**src/rtl/id_ex_pipe_reg.sv**
```systemverilog
// ID/EX pipeline register: decoded control, operands and addresses with stall/flush and a valid bit.
// Build with IDEX_PERF_CNT_EN defined to include the saturating flush/stall counters.
module id_ex_pipe_reg #(
    parameter int XLEN  = 32,
    parameter int RA_W  = 5,
    parameter int CNT_W = 32
) (
    input  logic             clk,
    input  logic             rst,
    input  logic             StallE,
    input  logic             FlushE,
    input  logic             ValidD,
    input  logic             RegWriteD,
    input  logic             MemWriteD,
    input  logic             ALUSrcD,
    input  logic             luiD,
    input  logic [1:0]       ResultSrcD,
    input  logic [1:0]       JumpD,
    input  logic [2:0]       BranchD,
    input  logic [2:0]       ALUControlD,
    input  logic [XLEN-1:0]  RD1D,
    input  logic [XLEN-1:0]  RD2D,
    input  logic [XLEN-1:0]  PCD,
    input  logic [XLEN-1:0]  ImmExtD,
    input  logic [XLEN-1:0]  PCPlus4D,
    input  logic [RA_W-1:0]  Rs1D,
    input  logic [RA_W-1:0]  Rs2D,
    input  logic [RA_W-1:0]  RdD,
    output logic             RegWriteE,
    output logic             MemWriteE,
    output logic             ALUSrcE,
    output logic             luiE,
    output logic [1:0]       ResultSrcE,
    output logic [1:0]       JumpE,
    output logic [2:0]       BranchE,
    output logic [2:0]       ALUControlE,
    output logic [XLEN-1:0]  RD1E,
    output logic [XLEN-1:0]  RD2E,
    output logic [XLEN-1:0]  PCE,
    output logic [XLEN-1:0]  ImmExtE,
    output logic [XLEN-1:0]  PCPlus4E,
    output logic [RA_W-1:0]  Rs1E,
    output logic [RA_W-1:0]  Rs2E,
    output logic [RA_W-1:0]  RdE,
    output logic             ValidE,
    output logic [CNT_W-1:0] FlushCntE,
    output logic [CNT_W-1:0] StallCntE
);

    localparam int CTRL_W = 14;
    localparam int DATA_W = 5 * XLEN + 3 * RA_W;

    logic [CTRL_W-1:0] ctrl_d, ctrl_q;
    logic [DATA_W-1:0] data_d, data_q;
    logic              valid_d, valid_q;

    // An invalid decode still carries its data forward, but its control is squashed to a NOP.
    always_comb begin
        ctrl_d  = ctrl_q;
        data_d  = data_q;
        valid_d = valid_q;
        if (FlushE) begin
            ctrl_d  = '0;
            data_d  = '0;
            valid_d = 1'b0;
        end else if (!StallE) begin
            data_d  = {RD1D, RD2D, PCD, ImmExtD, PCPlus4D, Rs1D, Rs2D, RdD};
            ctrl_d  = ValidD ? {RegWriteD, MemWriteD, ALUSrcD, luiD, ResultSrcD, JumpD,
                                BranchD, ALUControlD} : '0;
            valid_d = ValidD;
        end
    end

    always_ff @(posedge clk or negedge rst) begin
        if (!rst) begin
            ctrl_q  <= '0;
            data_q  <= '0;
            valid_q <= 1'b0;
        end else begin
            ctrl_q  <= ctrl_d;
            data_q  <= data_d;
            valid_q <= valid_d;
        end
    end

    assign {RegWriteE, MemWriteE, ALUSrcE, luiE, ResultSrcE, JumpE, BranchE, ALUControlE} = ctrl_q;
    assign {RD1E, RD2E, PCE, ImmExtE, PCPlus4E, Rs1E, Rs2E, RdE} = data_q;
    assign ValidE = valid_q;

`ifdef IDEX_PERF_CNT_EN
    logic [CNT_W-1:0] flush_cnt_d, flush_cnt_q;
    logic [CNT_W-1:0] stall_cnt_d, stall_cnt_q;

    // A flush that coincides with a stall is counted only as a flush.
    always_comb begin
        flush_cnt_d = flush_cnt_q;
        stall_cnt_d = stall_cnt_q;
        if (FlushE && (flush_cnt_q != '1))
            flush_cnt_d = flush_cnt_q + 1'b1;
        if (!FlushE && StallE && (stall_cnt_q != '1))
            stall_cnt_d = stall_cnt_q + 1'b1;
    end

    always_ff @(posedge clk or negedge rst) begin
        if (!rst) begin
            flush_cnt_q <= '0;
            stall_cnt_q <= '0;
        end else begin
            flush_cnt_q <= flush_cnt_d;
            stall_cnt_q <= stall_cnt_d;
        end
    end

    assign FlushCntE = flush_cnt_q;
    assign StallCntE = stall_cnt_q;
`else
    assign FlushCntE = '0;
    assign StallCntE = '0;
`endif

endmodule

```
**config.mk**
```make
export PLATFORM = sky130hd
export DESIGN_NAME = id_ex_pipe_reg
export DESIGN_NICKNAME = d
export VERILOG_FILES = /design/src/rtl/id_ex_pipe_reg.sv
export SDC_FILE = /design/constraint.sdc
export NUM_CORES = 1
export LEC_CHECK = 0
export ABC_AREA = 1
export CELL_PAD_IN_SITES_DETAIL_PLACEMENT = 1
export CELL_PAD_IN_SITES_GLOBAL_PLACEMENT = 2
export CORE_ASPECT_RATIO = 1.4
export CORE_MARGIN = 2
export CORE_UTILIZATION = 20
export CTS_BUF_LIST = sky130_fd_sc_hd__clkbuf_16
export DETAILED_ROUTE_END_ITERATION = 8
export GPL_ROUTABILITY_DRIVEN = 0
export PLACE_DENSITY = 0.83
export SETUP_SLACK_MARGIN = 0.1
export SYNTH_ARGS = -nofsm -noshare
export SYNTH_HDL_FRONTEND = slang
export SYNTH_SLANG_ARGS = --single-unit
export TNS_END_PERCENT = 10
```
**constraint.sdc**
```tcl
create_clock -name clk -period 0.8 [get_ports clk]
set_input_delay 0.24 -clock clk [delete_from_list [all_inputs] [get_ports clk]]
set_output_delay 0.24 -clock clk [all_outputs]
set_load 0.005 [all_outputs]
```
==> After elaboration in Yosys (flattened, before gate mapping) <==
Cells that the tools add are included.
{ "classes": {"n_eq_ne": 1, "muxes": 7} }
{ "ops": {"columns": ["operator", "n"], "rows": [
  ["$mux 175", 2],
  ["$mux 14", 3],
  ["$mux 1", 2],
  ["$ne 2x1->1 const B", 1]
]} }
{ "totals": {"reg_bits": 190, "output_inout_bits": 254} }

==> Depth between registers and ports, before layout <==
Gate-level depths: netlist of the first run.
{ "depth": {"depth_word": 3, "ltp_mapped": 6} }

==> Least setup slack after synthesis of the first run <==
No wires, ideal clock.
{ "synth_timing": {"kind": "in2reg", "startpoint": "input StallE", "endpoint": "register data_q[100]", "setup_ns": 0.065, "t_arrival_ns": 0.873, "t_required_ns": 0.735, "path_slack_ns": -0.138, "cell_stages": 6, "cell_sequence": "inv_2 nor2_4 buf_2 buf_2 nand2_1 nand2_1"} }
{ "synth_between": {"elab_chain_len": 1} }
{ "synth_rtl": {"columns": ["element", "line", "source"], "rows": [
  ["from (decl)", "10", "input logic StallE,"],
  ["$ne 2x1->1 (no line)", null, null],
  ["to (signal assigned)", "81", "data_q <= data_d;"],
  ["to (decl)", "54", "logic [DATA_W-1:0] data_d, data_q;"]
]} }
Every way passes these cells.
A chain may end at the register's enable or synchronous reset.

==> Worst setup path after layout of the first run <==
{ "layout_timing": {"startpoint": "register data_q[139]", "endpoint": "output RD2E[28]"} }
{ "layout_rtl": {"columns": ["element", "line", "source"], "rows": [
  ["to (decl)", "38", "output logic [XLEN-1:0] RD2E,"]
]} }
No word-level cell between the ends.

==> reports/metrics.yaml, run 1 <==
detailed_routing:
  routedWlPerCell_um: 15.0
  drc: 0
  vias_per_cell: 3.88
  ant_nets: 0
  drt_first_pass_iters: 4
  drtIter0Drc: 240
  routed_wl_um: 28300
  num_vias: 7306
synth:
  avgSynthCellArea_um2: 8.75
  synth_ff_type: "dfrtp_1"
  synth_seq_area_share_pct: 62.5
  async_reset_ff_share_pct: 100
  synth_area_um2: 7600
  syn_inst: 869
  ys_warn_count: 0
  synth.most_common_cell: "nand2_1"
  ys_ff_latch: 190
  synth_top_area_share_pct: 62.5
  yosysTopAreaCell: "dfrtp_1"
  netlist_top_cells_count: "556 x nand2_1, 190 x dfrtp_1, 64 x buf_4"
  yosysUniqueCellTypes: 10
  synth_edf_count: 0
  yosys-top-cells-area: "dfrtp_1 63%, nand2_1 27%, buf_4 6.3%, buf_2 1.4%, nand3_1 0.92%"
finish:
  fill_cells: 4484
  antenna_cells: 0
  nets: 1593
  area_growth_pct: 71.2
  drive_above_1_share_pct: 32.0
clock_network:
  cts_made_buffers: 17
  clk-insertion-delay-late_ps: 440
  clk_transition_reported_paths_ps: 80
  cts.sinks: 190
  cts_buffer_depth: 2
  cts_tree: "done"
  cts_root_buffer: "clkbuf_16"
  h-tree-depth: 4
place:
  numPortBuffers: 383
  hpwlAfterDp_um: 21700
status:
  status: "finished with violations"
  violations: "negative setup slack"
hold_path:
  worstHoldPathType: "in2reg"
  min_to: "data_q[66]$_DFFE_PN0P_"
  hp-start: "FlushE"
  min_path_cells: 5
die:
  start_util_pct: 20.3
  rows: 84
  io_pins: 448
  die_x_um: 169
  die-area_um2: 39600
  core_um2: 37500
  fp.dieH_um: 235
sta:
  hold_viol_final: 0
  setup_ws_ps: -442
  fmax_ghz: 0.805
  skew_ps: 0
  setup_tns_ps: -76840
  fin_crit_ps: 1240
  setup_viol: 216
  finalCritPeriodShare_pct: 155
  rsz0062_at_grt: "true"
  report.final.slew_viol_count: 0
worst_setup_path:
  cp.arrival_ps: 1000
  start_kind: "flop"
  required_ps: 560
  r2r_end: "data_q[133]$_DFFE_PN0P_"
  worstPathCellList: "buf_2"
  critical_path.max_stage_delay_ps: 410
  path_delay_family: "flip-flops"
  reg2reg_from: "data_q[133]$_DFFE_PN0P_"
  path_buf_inv: 1
  critPathMaxFanout: 2
  endpoint_kind: "output pin"
  r2r_setup_slack_ps: -150
  cp_slowest_cell: "dfrtp_1"
  worstSetupPathType: "reg2out"
  r2r_cells: 5
global_route:
  track_usage_pct: 14.3
  gr-total-overflow: 0
  grt_max_degree: 31
  grt_pass1_wl_um: 43700
  antenna_found_initial: 0
  grt_pass1_vias: 7856
power_and_ir_drop:
  finalPower_w: 0.0224
  power_density_nw_per_um2: 1720
  peakVddDrop_v: 0.00104
  power_leakage_nw: 7.34
run:
  maxCapViolations: 0
-- per-layer routing --
| layer | share of wire [%] | up-vias | global-route usage [%] |
|---|---|---|---|
| met4 | 2.1 | 0 | 4.86 |
| met1 | 38 | 3425 | 15.4 |
| met3 | 7.3 | 27 | 4.18 |
| li1 | - | 3544 | - |
| met2 | 53 | 310 | 26.3 |
| met5 | 0 | - | 0 |
-- what timing repair did --
item	in CTS	in global routing
endpoints found under the setup margin	380	359
hold buffers	1	0
setup buffers	44	16
hold endpoints to repair	190	0
pin swaps	23	30
resized for setup	790	55
gates cloned	0	0
-- cell usage in the layout, fill, tap and decap left out, drive strengths merged --
cell type	n
conb	64
clkdlybuf4s50	190
clkinvlp	1
clkbuf	18
nor2	2
clkinv	4
inv	10
dlygate4sd3	1
nand3	14
dfrtp	190
buf	361
nand2	556
-- report_power, final --
group / internal, W / switching, W
clock network: 0.00409 / 0.00417
logic: 0.00215 / 0.00163
registers: 0.0101 / 0.000277
total: 0.0164 / 0.00608
-- cells by family (layout without fill, tap and decap cells) --
group	Yosys count	after routing	synth area share (%)
other	1	64	0.0493
flip-flops	190	190	62.5
buffers and inverters	106	585	8.75
AND/OR/NAND/NOR	572	572	28.7
-- metrics by stage --
step / util, % / worst slack (ps) / hold WS [ps] / cells / area (um^2)
detailed placement: 33.9 / -912 / 190 / 1792 / 12700
global route: 34.7 / -509 / 263 / 1884 / 13000
CTS: 34.0 / -494 / 263 / 1868 / 12700
global placement: 33.9 / -901 / 191 / 1792 / 12700
finish: 34.7 / -442 / 272 / 1884 / 13000
floorplan: - / -69.8 / -55.6 / 932 / 7930
-- sequential cells by signal, indices dropped and copies added, names as in the netlist --
signal	cells
ValidE	1
data_q	175
ctrl_q	14
-- area by class of cell --
type                    count  area (um^2)  area share [%]
flip-flops and latches    190         4750            36.5
repair buffers            553         4560            35.0
multi-input cells         636         2560            19.7
well taps                 473          592            4.55
clock buffers              17          425            3.27
clock inverters            14          123           0.942
inverters                   1         3.75          0.0288
-- worst max-delay path by stage --
stage	startpoint	end	slack, ps	cells after the start
floorplan	StallE	data_q[100]$_DFFE_PN0P_	-70	6
CTS	data_q[43]$_DFFE_PN0P_	PCPlus4E[28]	-490	1
detailed placement	StallE	data_q[152]$_DFFE_PN0P_	-910	7
global route	data_q[43]$_DFFE_PN0P_	PCPlus4E[28]	-510	1
global placement	StallE	data_q[144]$_DFFE_PN0P_	-900	7
finish	data_q[139]$_DFFE_PN0P_	RD2E[28]	-440	1
Note: power is estimated with default switching activity, not from simulation.
==> run 2, diff against run 1 <==
--- a/config.mk
+++ b/config.mk
@@ -14,6 +14,7 @@
 export CTS_BUF_LIST = sky130_fd_sc_hd__clkbuf_16
 export DETAILED_ROUTE_END_ITERATION = 8
 export GPL_ROUTABILITY_DRIVEN = 0
+export GPL_TIMING_DRIVEN = 0
 export PLACE_DENSITY = 0.83
 export SETUP_SLACK_MARGIN = 0.1
 export SYNTH_ARGS = -nofsm -noshare
==> run 2 against run 1 <==
Against the previous run: the run ends with negative hold slack, negative setup slack left; sequential share of layout area rose by 0.52 points; combinational power fell by 5%; largest cell class unchanged; via count down 0.27%; clock skew stayed put; routed wire length grew 3.1%.
==> reports/metrics.yaml, run 2 (synthesized netlist as in run 1, its figures left out) <==
status:
  status: "finished with violations"
  violations: "negative hold slack, negative setup slack"
detailed_routing:
  drc: 0
  vias_per_cell: 3.88
  routedWlPerCell_um: 15.5
  routed_wl_um: 29200
  drtIter0Drc: 195
  drt_first_pass_iters: 4
  ant_nets: 0
  num_vias: 7286
worst_setup_path:
  critical_path.max_stage_delay_ps: 410
  worstSetupPathType: "reg2out"
  required_ps: 560
  worstPathCellList: "buf_2"
  cp_slowest_cell: "dfrtp_1"
  cp.arrival_ps: 1010
  path_delay_family: "flip-flops"
  startpoint: "data_q[43]$_DFFE_PN0P_"
  path_buf_inv: 1
  reg2reg_from: "data_q[59]$_DFFE_PN0P_"
  start_kind: "flop"
  endpoint_kind: "output pin"
  critPathMaxFanout: 2
finish:
  final_cell_mix: "541 x nand2_1, 190 x dfrtp_1, 189 x clkdlybuf4s50_1"
  antenna_cells: 0
  nets: 1589
  drive_above_1_share_pct: 29.0
  area_growth_pct: 68.8
  final_common_cell: "nand2_1"
  max_flop_register: "data_q"
  largest_reg_flops: 175
die:
  fp.dieH_um: 235
  start_util_pct: 20.3
  die_x_um: 169
  core_um2: 37500
  io_pins: 448
  rows: 84
  die-area_um2: 39600
clock_network:
  cts.sinks: 190
  cts_tree: "done"
  cts_buffer_depth: 2
  h-tree-depth: 4
  clk-insertion-delay-late_ps: 450
  clk_transition_reported_paths_ps: 80
  cts_made_buffers: 17
  cts_root_buffer: "clkbuf_16"
sta:
  slew_headroom_pct: 61.5
  rsz0062_at_grt: "true"
  whs_ps: -304
  hold_viol_final: 93
  worst-slew-pin-transition_ps: 578
  finalCritPeriodShare_pct: 156
  setup_ws_ps: -445
  setup_viol: 193
  fin_crit_ps: 1250
  skew_ps: 0
  report.final.slew_viol_count: 0
  fmax_ghz: 0.803
  setup_tns_ps: -75940
power_and_ir_drop:
  swShare_pct: 25.6
  p_switching_w: 0.00601
  p_clk_share_pct: 40.3
  internal-power_w: 0.0175
  power_leakage_nw: 7.30
  peakVddDrop_v: 0.00102
  power_density_nw_per_um2: 1830
  power_frac_comb_pct: 15.3
  seqPwrFrac_pct: 44.3
place:
  numPortBuffers: 383
  hpwlAfterDp_um: 21800
global_route:
  gr-usage-met3_pct: 5.31
  grt_pass1_vias: 7546
  grt_max_degree: 98
  busiest_layer: "met2"
  met1_usage_pct: 14.6
  gr-total-overflow: 0
  antenna_found_initial: 0
  track_usage_pct: 14.6
  grt_pass1_wl_um: 43900
  use_met2_pct: 27.4
run:
  maxCapViolations: 0
hold_path:
  worstHoldPathType: "in2async"
==> run 2: cell count changes in the layout (fill, tap and decap cells not counted), moves of 2 or more <==
| cell | previous run | this run |
|---|---|---|
| nand2_1 | 500 | 541 |
| nand2_2 | 56 | 15 |
| buf_12 | 22 | 4 |
| buf_4 | 140 | 124 |
| buf_6 | 20 | 36 |
| clkbuf_2 | 0 | 8 |
| clkbuf_4 | 0 | 8 |
| buf_2 | 178 | 173 |
| bufinv_16 | 0 | 4 |
| buf_8 | 0 | 3 |
| clkinv_4 | 2 | 0 |
| clkinvlp_4 | 1 | 3 |
| inv_8 | 4 | 2 |
==> run 2: power by group through the flow <==
| stage | Sequential, W | Clock [W] | Combinational, W |
|---|---|---|---|
| 2_1_floorplan | 0.0106 | 0 | 0.00102 |
| 3_3_place_gp | 0.0106 | 0 | 0.00370 |
| 3_5_place_dp | 0.0106 | 0 | 0.00376 |
| 4_1_cts | 0.0104 | 0.00993 | 0.00352 |
| 5_1_grt | 0.0105 | 0.0102 | 0.00397 |
| 6_report | 0.0104 | 0.00946 | 0.00360 |
==> run 2: area by class of cell <==
type | count | area [um^2]
Fill cell | 4439 | 24700
Inverter | 1 | 3.75
Clock inverter | 14 | 205
Buffer | 105 | 883
Multi-Input combinational cell | 636 | 2460
Sequential cell | 190 | 4750
Clock buffer | 17 | 425
Timing Repair Buffer | 444 | 3510
Tap cell | 473 | 592
==> run 2: repair_timing <==
item | in CTS | in global routing
endpoints found under the hold margin | 93 | 93
pin swaps | 2 | 14
setup endpoints to repair | 477 | 477
resized for setup | 795 | 56
setup buffers | 39 | 21
==> run 2: through the flow <==
| stage | instance area [um^2] | instances | util (%) | power, W | setup WS [ps] |
|---|---|---|---|---|---|
| after floorplan | 7930 | 932 | - | 0.0116 | -69.8 |
| after global placement | 12400 | 1788 | 32.9 | 0.0143 | -9250 |
| after detailed placement | 12400 | 1789 | 33.0 | 0.0144 | -1200 |
| after CTS | 12500 | 1859 | 33.4 | 0.0238 | -509 |
| after global routing | 12800 | 1880 | 34.2 | 0.0246 | -512 |
| final | 12800 | 1880 | 34.2 | 0.0235 | -445 |
==> run 2: per-layer routing <==
metal / part of all wire (%) / vias to the layer above
met1: 36 / 3423
met5: 0 / -
met3: 8.6 / 29
met2: 53 / 307
met4: 1.9 / 0
li1: - / 3527
==> run 2: path summary, 6_finish.rpt <==
path / to / slack, ps / cells past startpoint
max in group asynchronous: data_q[39]$_DFFE_PN0P_ / 190 / 2
worst min register to register: data_q[67]$_DFFE_PN0P_ / 470 / 2
worst max-delay path: PCPlus4E[28] / -450 / 1
worst min-delay path: data_q[103]$_DFFE_PN0P_ / -300 / 1
worst max register to register: data_q[59]$_DFFE_PN0P_ / -40 / 4
min in group clk: ctrl_q[7]$_DFFE_PN0P_ / 300 / 3
==> run 3, diff against run 2 <==
--- a/config.mk
+++ b/config.mk
@@ -10,12 +10,12 @@
 export CELL_PAD_IN_SITES_GLOBAL_PLACEMENT = 2
 export CORE_ASPECT_RATIO = 1.4
 export CORE_MARGIN = 2
-export CORE_UTILIZATION = 20
+export CORE_UTILIZATION = 18
 export CTS_BUF_LIST = sky130_fd_sc_hd__clkbuf_16
 export DETAILED_ROUTE_END_ITERATION = 8
 export GPL_ROUTABILITY_DRIVEN = 0
 export GPL_TIMING_DRIVEN = 0
-export PLACE_DENSITY = 0.83
+export PLACE_DENSITY = 0.79
 export SETUP_SLACK_MARGIN = 0.1
 export SYNTH_ARGS = -nofsm -noshare
 export SYNTH_HDL_FRONTEND = slang
==> constraint.sdc (replaced) <==
create_clock -name clk -period 1.11 [get_ports clk]
set_input_delay 0.333 -clock clk [delete_from_list [all_inputs] [get_ports clk]]
set_output_delay 0.333 -clock clk [all_outputs]
set_load 0.005 [all_outputs]
==> run 3 against run 2 <==
Against the previous run: the flow still finishes with violations (negative hold slack, negative setup slack); via count up 0.86%; combinational power fell by 28%; first-iteration DRC count is 5.6% higher; cell count is 4.2% higher; power is 31% lower; utilization down 3.6 points; clock power down 34%; clock-buffer cell count did not move; sequential share of layout area about the same; largest cell class unchanged.
==> reports/metrics.yaml, run 3 (synthesized netlist as in run 1, its figures left out) <==
worst_setup_path:
  path_buf_inv: 1
  r2r_end: "data_q[28]$_DFFE_PN0P_"
  required_ps: 780
  critical_path.max_stage_delay_ps: 410
  worstSetupPathType: "reg2out"
  startpoint: "data_q[138]$_DFFE_PN0P_"
  path_delay_family: "flip-flops"
  cp.arrival_ps: 1000
  endpoint: "RD2E[27]"
  critPathMaxFanout: 2
  start_kind: "flop"
  cp_slowest_cell: "dfrtp_1"
  r2r_cells: 4
  worstPathCellList: "buf_2"
  endpoint_kind: "output pin"
  reg2reg_from: "data_q[28]$_DFFE_PN0P_"
  cp.depth: 1
  r2r_setup_slack_ps: 260
clock_network:
  cts_root_buffer: "clkbuf_16"
  h-tree-depth: 4
  cts_made_buffers: 17
  cts.sinks: 190
  cts_tree: "done"
  clk_transition_reported_paths_ps: 70
  cts_buffer_depth: 2
  clk-insertion-delay-late_ps: 440
power_and_ir_drop:
  swShare_pct: 25.9
  power_frac_comb_pct: 15.9
  p_clk_share_pct: 38.1
  p_switching_w: 0.00422
  power_leakage_nw: 7.26
  internal-power_w: 0.0121
  finalPower_w: 0.0163
  peakVddDrop_v: 0.000799
  power_density_nw_per_um2: 1270
  seqPwrFrac_pct: 46.0
global_route:
  use_met2_pct: 24.9
  busiest_layer: "met2"
  met1_usage_pct: 13.3
  gr-total-overflow: 0
  grt_pass1_vias: 7609
  grt_pass1_wl_um: 43900
  gr-usage-met3_pct: 4.69
  grt_max_degree: 105
  antenna_found_initial: 3
  track_usage_pct: 13.2
sta:
  setup_ws_ps: -226
  setup_viol: 190
  hold_viol_final: 86
  setup_tns_ps: -32770
  rsz0062_at_grt: "true"
  report.final.slew_viol_count: 0
  fmax_ghz: 0.749
  finalCritPeriodShare_pct: 120
  worst-slew-pin-transition_ps: 589
  skew_ps: 0
  slew_headroom_pct: 60.7
  fin_crit_ps: 1340
  whs_ps: -194
die:
  rows: 89
  die-area_um2: 43900
  start_util_pct: 18.2
  die_x_um: 178
  core_um2: 41900
  io_pins: 448
  fp.dieH_um: 247
finish:
  final_util_pct: 30.6
  largest_reg_flops: 175
  drive_above_1_share_pct: 27.9
  final_common_cell: "nand2_1"
  multiInputGateArea_um2: 2420
  max_flop_register: "data_q"
  regArea_um2: 4750
  area_growth_pct: 68.7
  final_cell_mix: "556 x nand2_1, 190 x dfrtp_1, 190 x clkdlybuf4s50_1"
  fill_cells: 5046
  fin_area_um2: 12800
  nets: 1593
detailed_routing:
  num_vias: 7349
  ant_nets: 0
  drtIter0Drc: 206
  vias_per_cell: 3.75
  routedWlPerCell_um: 15.2
  routed_wl_um: 29700
  drc: 0
  drt_first_pass_iters: 4
hold_path:
  worstHoldPathType: "in2async"
run:
  maxCapViolations: 0
place:
  hpwlAfterDp_um: 22900
  placed_area_um2: 12400
  numPortBuffers: 383
status:
  violations: "negative hold slack, negative setup slack"
  status: "finished with violations"
==> run 3: repair_timing <==
item                                    in CTS  in global routing
resized for setup                          820                 36
buffers inserted                            45                 19
pin swaps                                    2                  0
endpoints found under the setup margin     380                394
hold endpoints to repair                    86                 86
==> run 3: worst min path at each step <==
stage	slack, ps	endpoint	cells past startpoint
CTS	-100	data_q[111]$_DFFE_PN0P_	1
floorplan	40	ValidE$_DFFE_PN0P_	0
finish	-190	data_q[108]$_DFFE_PN0P_	1
global placement	450	data_q[64]$_DFFE_PN0P_	2
detailed placement	400	data_q[119]$_DFFE_PN0P_	1
global route	-170	data_q[114]$_DFFE_PN0P_	1
==> run 3: final cells by class <==
| class | instances | share of cell area, % |
|---|---|---|
| inverters | 1 | 0.0293 |
| clock inverters | 15 | 1.11 |
| well taps | 546 | 5.33 |
| diodes | 1 | 0.0195 |
| multi-input cells | 636 | 18.9 |
| repair buffers | 448 | 27.6 |
| plain buffers | 105 | 6.67 |
| clock buffers | 17 | 3.32 |
| flip-flops and latches | 190 | 37.1 |
==> run 3: power by group through the flow <==
stage	sequential, W	clock, W	combinational (W)
5_1_grt	0.00754	0.00671	0.00285
6_report	0.00749	0.00621	0.00258
4_1_cts	0.00749	0.00651	0.00258
3_5_place_dp	0.00764	0	0.00268
2_1_floorplan	0.00766	0	0.000703
3_3_place_gp	0.00763	0	0.00264
==> run 3: per-stage QoR <==
step,setup slack [ps],std cells
after floorplan,107,932
after global placement,-9000,1861
after detailed placement,-1200,1862
after CTS,-285,1939
after global routing,-279,1958
final,-226,1959
==> run 3: per-layer routing <==
metal / up-vias / routed length (um)
li1: 3542 / -
met3: 28 / 2730
met2: 316 / 15700
met1: 3459 / 10800
met4: 4 / 488
met5: - / 27
